--- src/rtl/modem_pkg.sv ---
// modem_pkg: mode codes, sample format constants, demodulator states and the sine carrier table shared by the modem blocks
package modem_pkg;
  localparam logic [1:0] MOD_FSK = 2'd0;
  localparam logic [1:0] MOD_ASK = 2'd1;
  localparam logic [1:0] MOD_BPSK = 2'd2;
  localparam logic [1:0] MOD_QPSK = 2'd3;
  localparam int LUT_DEPTH = 64;
  localparam int PH_W = $clog2(LUT_DEPTH);
  localparam int SAMPLE_W = 16;
  localparam int MIDSCALE = 32768;
  typedef enum logic [1:0] {ST_IDLE, ST_INTEG, ST_FLUSH, ST_DECIDE} demod_state_t;
  // entry i = round(32767*sin(2*pi*i/64))
  localparam logic signed [SAMPLE_W-1:0] SIN_LUT [LUT_DEPTH] = '{
    16'sd0, 16'sd3212, 16'sd6393, 16'sd9512, 16'sd12539, 16'sd15446, 16'sd18204, 16'sd20787,
    16'sd23170, 16'sd25329, 16'sd27245, 16'sd28898, 16'sd30273, 16'sd31356, 16'sd32137, 16'sd32609,
    16'sd32767, 16'sd32609, 16'sd32137, 16'sd31356, 16'sd30273, 16'sd28898, 16'sd27245, 16'sd25329,
    16'sd23170, 16'sd20787, 16'sd18204, 16'sd15446, 16'sd12539, 16'sd9512, 16'sd6393, 16'sd3212,
    16'sd0, -16'sd3212, -16'sd6393, -16'sd9512, -16'sd12539, -16'sd15446, -16'sd18204, -16'sd20787,
    -16'sd23170, -16'sd25329, -16'sd27245, -16'sd28898, -16'sd30273, -16'sd31356, -16'sd32137, -16'sd32609,
    -16'sd32767, -16'sd32609, -16'sd32137, -16'sd31356, -16'sd30273, -16'sd28898, -16'sd27245, -16'sd25329,
    -16'sd23170, -16'sd20787, -16'sd18204, -16'sd15446, -16'sd12539, -16'sd9512, -16'sd6393, -16'sd3212
  };
endpackage

--- src/rtl/carrier_ref_lut.sv ---
// carrier_ref_lut: registered signed sine reference addressed by carrier phase
module carrier_ref_lut import modem_pkg::*; (
  input  logic                       clk,
  input  logic                       rst_n,
  input  logic [PH_W-1:0]            phase,
  output logic signed [SAMPLE_W-1:0] sine
);
  always_ff @(posedge clk or negedge rst_n)
    if (!rst_n) sine <= '0;
    else sine <= SIN_LUT[phase];
endmodule

--- src/rtl/bpsk_ask_demodulator.sv ---
// bpsk_ask_demodulator: coherent ASK/BPSK receiver; correlates samples with a sine reference over one symbol and slices the sum
module bpsk_ask_demodulator import modem_pkg::*; #(
  parameter int SYM_CYCLES = 256,
  parameter int ACC_W = 40,
  parameter logic signed [ACC_W-1:0] ASK_THR = 40'sd68719476736
) (
  input  logic                clk,
  input  logic                rst_n,
  input  logic [SAMPLE_W-1:0] din,
  input  logic [1:0]          mod,
  input  logic [1:0]          freq,
  input  logic                sym_start,
  output logic                dout,
  output logic                dout_valid,
  output logic                mode_err,
  output logic                busy
);
  localparam int CW = $clog2(SYM_CYCLES) + 1;
  demod_state_t state, state_n;
  logic [CW-1:0] cnt, cnt_n, idx;
  logic [PH_W-1:0] phase, addr;
  logic [1:0] freq_q, f_eff;
  logic ask_q, ask_now, good, start_ok, take, last;
  logic signed [SAMPLE_W-1:0] s1, sine;
  logic signed [2*SAMPLE_W-1:0] prod;
  logic signed [ACC_W-1:0] acc, acc_n;
  logic v1, v2, f1, f2, l1, l2, a1, a2;
  carrier_ref_lut u_lut (.clk(clk), .rst_n(rst_n), .phase(addr), .sine(sine));
  // first/last/mode tags ride the pipeline so a new symbol can overlap the previous one's drain
  always_comb begin
    good = mod == MOD_ASK || mod == MOD_BPSK;
    start_ok = sym_start && good;
    take = start_ok || (state == ST_INTEG && !sym_start);
    idx = start_ok ? '0 : cnt;
    last = take && idx == CW'(SYM_CYCLES - 1);
    f_eff = sym_start ? freq : freq_q;
    ask_now = sym_start ? mod == MOD_ASK : ask_q;
    addr = start_ok ? '0 : phase;
    cnt_n = take ? idx + CW'(1) : (state == ST_FLUSH ? cnt + CW'(1) : cnt);
    state_n = start_ok ? ST_INTEG :
              sym_start ? ST_IDLE :
              last ? ST_FLUSH :
              (state == ST_FLUSH && cnt == CW'(SYM_CYCLES + 1)) ? ST_DECIDE :
              state == ST_DECIDE ? ST_IDLE : state;
    acc_n = v2 ? (f2 ? ACC_W'(0) : acc) + ACC_W'(prod) : acc;
  end
  assign busy = state != ST_IDLE;
  always_ff @(posedge clk or negedge rst_n)
    if (!rst_n) begin
      state <= ST_IDLE; cnt <= '0; phase <= '0; freq_q <= '0; ask_q <= 1'b0;
      s1 <= '0; prod <= '0; acc <= '0;
      v1 <= 1'b0; v2 <= 1'b0; f1 <= 1'b0; f2 <= 1'b0; l1 <= 1'b0; l2 <= 1'b0; a1 <= 1'b0; a2 <= 1'b0;
      dout <= 1'b0; dout_valid <= 1'b0; mode_err <= 1'b0;
    end else begin
      state <= state_n;
      cnt <= cnt_n;
      if (take) phase <= addr + (PH_W'(1) << f_eff);
      if (sym_start) begin
        freq_q <= freq;
        ask_q <= mod == MOD_ASK;
      end
      mode_err <= mode_err || (sym_start && !good);
      s1 <= {~din[SAMPLE_W-1], din[SAMPLE_W-2:0]};
      v1 <= take; f1 <= start_ok; l1 <= last; a1 <= ask_now;
      prod <= s1 * sine;
      v2 <= v1; f2 <= f1; l2 <= l1; a2 <= a1;
      acc <= acc_n;
      dout_valid <= l2;
      if (l2) dout <= a2 ? acc_n > ASK_THR : acc_n > ACC_W'(0);
    end
endmodule
--- config.mk ---
export PLATFORM = sky130hd
export DESIGN_NAME = bpsk_ask_demodulator
export DESIGN_NICKNAME = d
export VERILOG_FILES = /design/src/rtl/modem_pkg.sv /design/src/rtl/carrier_ref_lut.sv /design/src/rtl/bpsk_ask_demodulator.sv
export SDC_FILE = /design/constraint.sdc
export NUM_CORES = 1
export LEC_CHECK = 0
export CAP_MARGIN = 20
export CORE_AREA = 2 2 234 213
export CTS_CLUSTER_DIAMETER = 150
export DETAILED_ROUTE_END_ITERATION = 6
export DIE_AREA = 0 0 236 215
export HOLD_SLACK_MARGIN = 0.02
export PLACE_DENSITY_LB_ADDON = 0.2
export SYNTH_ARGS = -nofsm -noshare
export SYNTH_HDL_FRONTEND = slang
export SYNTH_HIERARCHICAL = 1
export SYNTH_SLANG_ARGS = --single-unit
--- constraint.sdc ---
create_clock -name clk -period 9 [get_ports clk]
set_clock_uncertainty 0.15 [all_clocks]
set_input_delay 1.8 -clock clk [delete_from_list [all_inputs] [get_ports clk]]
set_output_delay 1.8 -clock clk [all_outputs]
set_load 0.1 [all_outputs]
## Word level (Yosys, flattened, before mapping)

Memory sizes are Yosys's and may differ from the RTL's. A register that Yosys moved wholly into a read port is not among the register bits.
Index checks and enable logic that the tools add are counted.

- Memory bits (read-only): 1024
- Output and inout bits: 4
- Word-level logic and storage cells: 63
- Memories kept: 1
- Bits of input ports: 23
- Register bits after elaboration: 118

Memories:

| memory | words | width | read ports | clocked after Yosys merged registers in | wr ports | RTL line | source |
|---|---|---|---|---|---|---|---|
| (name not given) | 64 | 16 | 1 | 1 | 0 | carrier_ref_lut.sv:10 | `else sine <= SIN_LUT[phase];` |

- Equality and inequality tests: 7
- Shift operators: 1
- Multipliers: 1
- Add/subtract/negate cells: 4
- Bitwise logic cells: 2
- Muxes and demuxes: 13
- Reductions and logical operators: 14
- Order comparisons: 2

Operators by type and width:

| operator | number |
|---|---|
| $mux 40 | 2 |
| $add 40x32->40 | 1 |
| $gt 40x1->1 const B | 1 |
| $gt 40x38->1 const B | 1 |
| $mul 16x16->32 | 1 |
| $mux 9 | 3 |
| $add 9x1->9 const B | 2 |
| $mux 2 | 6 |
| $eq 9x8->1 const B | 1 |
| $eq 9x9->1 const B | 1 |
| $not 6->7 | 1 |
| $add 6x6->6 | 1 |
| $eq 2x2->1 const B | 3 |
| $mux 6 | 1 |
| $shl 1x2->6 const A | 1 |
| $logic_and 1x1->1 | 5 |
| $reduce_bool 5->1 | 1 |
| $eq 2x1->1 const B | 2 |
| $reduce_bool 2->1 | 2 |
| $logic_not 1->1 | 3 |
| $logic_or 1x1->1 | 3 |
| $mux 1 | 1 |
| $not 1->1 | 1 |

## Logic depth before layout (Yosys ltp)

- Depth in word-level cells: 9
- Gate-level depth with buffers: 27

## Modules after synthesis

Netlist, hierarchy kept.

Modules (own cells, without submodules):

| module | sequential area each (sq um) | area each (sq um) | instances | cells an instance |
|---|---|---|---|---|
| bpsk_ask_demodulator | 2952.8 | 16977.5 | 1 | 1846 |
| carrier_ref_lut | 400.4 | 2082.0 | 1 | 267 |

## Worst setup path before layout

No wires, ideal clock.

- Kind: reg2reg
- Start: register u_lut.sine[1]
- End: register prod[30]
- Buffers on the path: 1
- Arrival: 6.064 ns
- Required time: 8.770 ns
- Setup slack: 2.707 ns
- Cell stages (with the launch flop): 22
- Clock period less this slack: 6.293 ns
- Cell sequence: dfrtp_1 > clkbuf_1 > nand2_1 > inv_1 > fa_1 > inv_1 > fa_1 > fa_1 > fa_1 > fa_1 > fa_1 > inv_1 > ha_1 > a21o_1 > a21o_1 > a21o_1 > a2111o_1 > a21oi_2 > a21oi_1 > o31a_1 > o22ai_1 > xnor2_1

- Cells in the longest elaborated chain, start to end: 1

RTL lines:

| what | RTL line | source |
|---|---|---|
| start: declaration | carrier_ref_lut.sv:6 | `output logic signed [SAMPLE_W-1:0] sine` |
| $mul 16x16->32 | bpsk_ask_demodulator.sv:65 | `prod <= s1 * sine;` |
| end signal: assignment | bpsk_ask_demodulator.sv:65 |  |
| end: declaration | bpsk_ask_demodulator.sv:25 | `logic signed [2*SAMPLE_W-1:0] prod;` |

Every way passes these cells.
A chain may end at the register's enable or synchronous reset.

## Worst setup path in the final report

- Start: register s1[8]
- End: register prod[31]

- Cells in the longest elaborated chain, start to end: 1

RTL lines:

| what | RTL line | source |
|---|---|---|
| start: declaration | bpsk_ask_demodulator.sv:24 | `logic signed [SAMPLE_W-1:0] s1, sine;` |
| start signal: assignment | bpsk_ask_demodulator.sv:63 | `s1 <= {~din[SAMPLE_W-1], din[SAMPLE_W-2:0]};` |
| $mul 16x16->32 | bpsk_ask_demodulator.sv:65 |  |

Every way passes these cells.

==> results by group <==
Worst setup path
  • Worst-path fanout max: 16
  • CP endpoint kind: register
  • Startpoint Class: register
  • WS Path Type: reg -> reg
  • Critical Path Most Common Cell: fa_1
  • R2R Setup Slk: 1.72 ns
  • Buf+Inv Stages, Crit Path: 3
  • Worst Path Arrival: 7.45 ns
  • CP Data Required Time: 9.17 ns
  • Max incr delay on CP: 0.90 ns
  • Slowest CP cell: o41ai_1
  • Worst path cell trace: nand2_1 -> fa_1 -> fa_1 -> inv_1 -> fa_1 -> ha_1 -> inv_1 -> fa_1 -> fa_1 -> inv_1 -> ha_1 -> a211o_1 -> a211oi_1 -> o21ai_1 -> o21ba_2 -> o41ai_1 -> o21a_1 -> o21ai_1 -> a21oi_1 -> o21bai_1 -> xnor2_1
  • Crit-path leading delay family: adder cells

Timing
  • Tmin final: 7.28 ns
  • Max Fclk: 137 MHz
  • Setup TNS: 0 ns
  • Slew of the pin with the lowest slew margin: 1.04 ns
  • Unrepaired setup endpoints after global routing: false
  • Count of pins over their slew limit: 0
  • Setup Viol. Count Final: 0
  • Slew margin rel.: 0.299
  • PnR worst setup slack: 1.72 ns
  • Final period utilization: 0.809
  • Final Hold Fails: 0

Placement
  • I/O Buffers: 26
  • Final RePlAce weighted congestion: 0.900
  • HPWL Detailed: 39100 um
  • Pre-CTS WS: 1.80 ns

CTS
  • Clock root buffer: clkbuf_16
  • Clk slew on worst S/H paths: 0.06 ns
  • CTS tree: yes
  • Clk buf depth: 2
  • Setup Fix Bufs, Post-CTS: 0
  • Cts bufs inserted: 17
  • Post-CTS sizing: 0
  • Worst skew pair latency: 0.47 ns
  • Hold Buf Count CTS: 0
  • Clock sink total: 134
  • H-tree depth: 4

Synthesis
  • Count of different cell masters after synthesis: 90
  • Register area share after synthesis: 0.176
  • Synthesized instance count: 2113
  • Flops & latches, synth: 134
  • Syn_area_per_cell: 9.02 um2
  • Post-Synthesis Cell Area: 19100 um2
  • Post-synth EDFFs: 0
  • Post-synth ARST share: 1.00
  • Syn Nets: 2536
  • Most used flip-flop cell after synthesis: dfrtp_1
  • Synthesis Warnings: 6

Status
  • Status: finished, final reports clean

Floorplan
  • Initial cell density of the core: 0.393
  • I/O pin total: 27
  • CORE AREA: 48500 um2
  • Die Wd: 236 um
  • Die ar.: 50700 um2
  • # rows: 77
  • Chip Height: 215 um

Global routing
  • Vias in the first global route: 14916
  • First-pass GRT wire length: 82300 um
  • Gr usage total: 0.207
  • Initial antenna violation count: 0
  • Remaining global-route overflow: 0
  • Pin count of the biggest net entering global routing: 84

Finish
  • Layout cell share with drive strength beyond 1: 0.0442
  • Ant. Diodes: 0
  • Area Overhead vs Synth: 6.90%
  • Final net count: 2494
  • Fillers: 4780

Drt
  • Via Count: 14534
  • # DRC: 0
  • TritonRoute pass-1 iters: 5
  • Routed WL: 50500 um
  • Routed Antenna Nets: 0
  • Initial DRC count: 1053
  • Avg WL per Cell: 18.6 um
  • Vias per cell: 5.35

Run
  • Max-cap viol count: 0

Hold path
  • Hold Path Class: reg -> reg
==> stage by stage <==
| step | hold WS (ns) | cells | utilization | area, um2 |
|---|---|---|---|---|
| 4_1_cts | 0.200 | 2715 | 0.420 | 20400 |
| 5_1_grt | 0.202 | 2715 | 0.420 | 20400 |
| 6_report | 0.197 | 2715 | 0.420 | 20400 |
| 2_1_floorplan | 0.181 | 2113 | - | 19100 |
| 3_3_place_gp | 0.184 | 2684 | 0.408 | 19800 |
| 3_5_place_dp | 0.187 | 2684 | 0.408 | 19800 |
==> cell usage in the layout, fill, tap and decap left out, types with 17 or more instances in the layout <==
master / netlist / routed
nand2b_1: 31 / 31
nor2_1: 102 / 102
o211ai_1: 18 / 18
clkbuf_16: 0 / 17
and2_1: 129 / 127
inv_1: 345 / 345
nor2b_1: 61 / 61
nand3_1: 31 / 31
o21ai_0: 53 / 53
nor3_1: 19 / 19
xor2_1: 24 / 24
nand4_1: 24 / 24
dfrtp_1: 134 / 133
nand2_1: 198 / 198
clkdlybuf4s50_1: 0 / 25
a21o_1: 33 / 33
ha_1: 136 / 136
fa_1: 264 / 264
a21oi_1: 97 / 97
xnor2_1: 47 / 47
==> cell type report <==
cell class / count / area, um2 / share of cell area
Inverter: 349 / 1310 / 0.0643
Sequential cell: 134 / 3350 / 0.165
Clock inverter: 8 / 148 / 0.00725
Tap cell: 632 / 791 / 0.0388
Timing Repair Buffer: 36 / 337 / 0.0165
Clock buffer: 23 / 468 / 0.0230
Multi-Input combinational cell: 1533 / 14000 / 0.686
==> cell usage after synthesis, drive strengths merged, types with 10 or more instances <==
cell type	number	area, um2
nand2b	31	194
a21o	34	257
and3	13	81.3
o211ai	18	135
nand3	31	155
mux2	16	180
o21bai	10	75.1
clkbuf	58	218
xor2	25	226
nand4	25	163
a21oi	98	494
or2	13	81.3
buf	39	214
o21a	14	105
o21ai	66	330
dfrtp	134	3350
nand2	198	743
inv	345	1290
xnor2	47	412
fa	264	5290
mux2i	16	160
a211oi	18	158
nor3	20	105
nor2b	61	382
nor2	103	389
and2	130	813
ha	136	1700
==> final timing paths <==
kind / from / end / cells past startpoint
max reg2reg: s1[8] / prod[31] / 21
max in group asynchronous: rst_n / v2 / 2
min: f1 / f2 / 0
min in group asynchronous: rst_n / dout_valid / 1
max: s1[8] / prod[31] / 21
min reg2reg: f1 / f2 / 0
==> registers in the layout (all words and copies together), names as in the netlist, 2 cells and up <==
register,cells
u_lut/sine,16
s1,16
state,2
cnt,9
acc,40
phase,6
freq_q,2
prod,32
==> worst reg2reg max path: stages, from the launching register on <==
cell and delay (ns):
dfrtp_1 0.73, nand2_1 0.16, fa_1 0.53, fa_1 0.56
inv_1 0.06, fa_1 0.45, ha_1 0.30, inv_1 0.07
fa_1 0.42, fa_1 0.50, inv_1 0.05, ha_1 0.33
a211o_1 0.32, a211oi_1 0.43, o21ai_1 0.20, o21ba_2 0.26
o41ai_1 0.90, o21a_1 0.31, o21ai_1 0.08, a21oi_1 0.12
o21bai_1 0.09, xnor2_1 0.13
==> metal layers <==
| layer | up-vias | wire (um) | GRT usage |
|---|---|---|---|
| met3 | 74 | 2900 | 0.0366 |
| met1 | 7264 | 22900 | 0.289 |
| li1 | 6790 | - | - |
| met2 | 406 | 23500 | 0.331 |
| met5 | - | 0 | 0 |
| met4 | 0 | 1180 | 0.0582 |
==> logic make-up after synthesis <==
logic type,synth area share
buffers and inverters,0.0914
multiplexers,0.0249
AND/OR/NAND/NOR,0.178
adder cells (fa/ha/maj),0.367
AO/OA/AOI/OAI,0.130
XOR/XNOR,0.0335
flip-flops,0.176
Power is not shown: default switching activity piles up to over one toggle a cycle in this logic, so the estimate is an artifact.
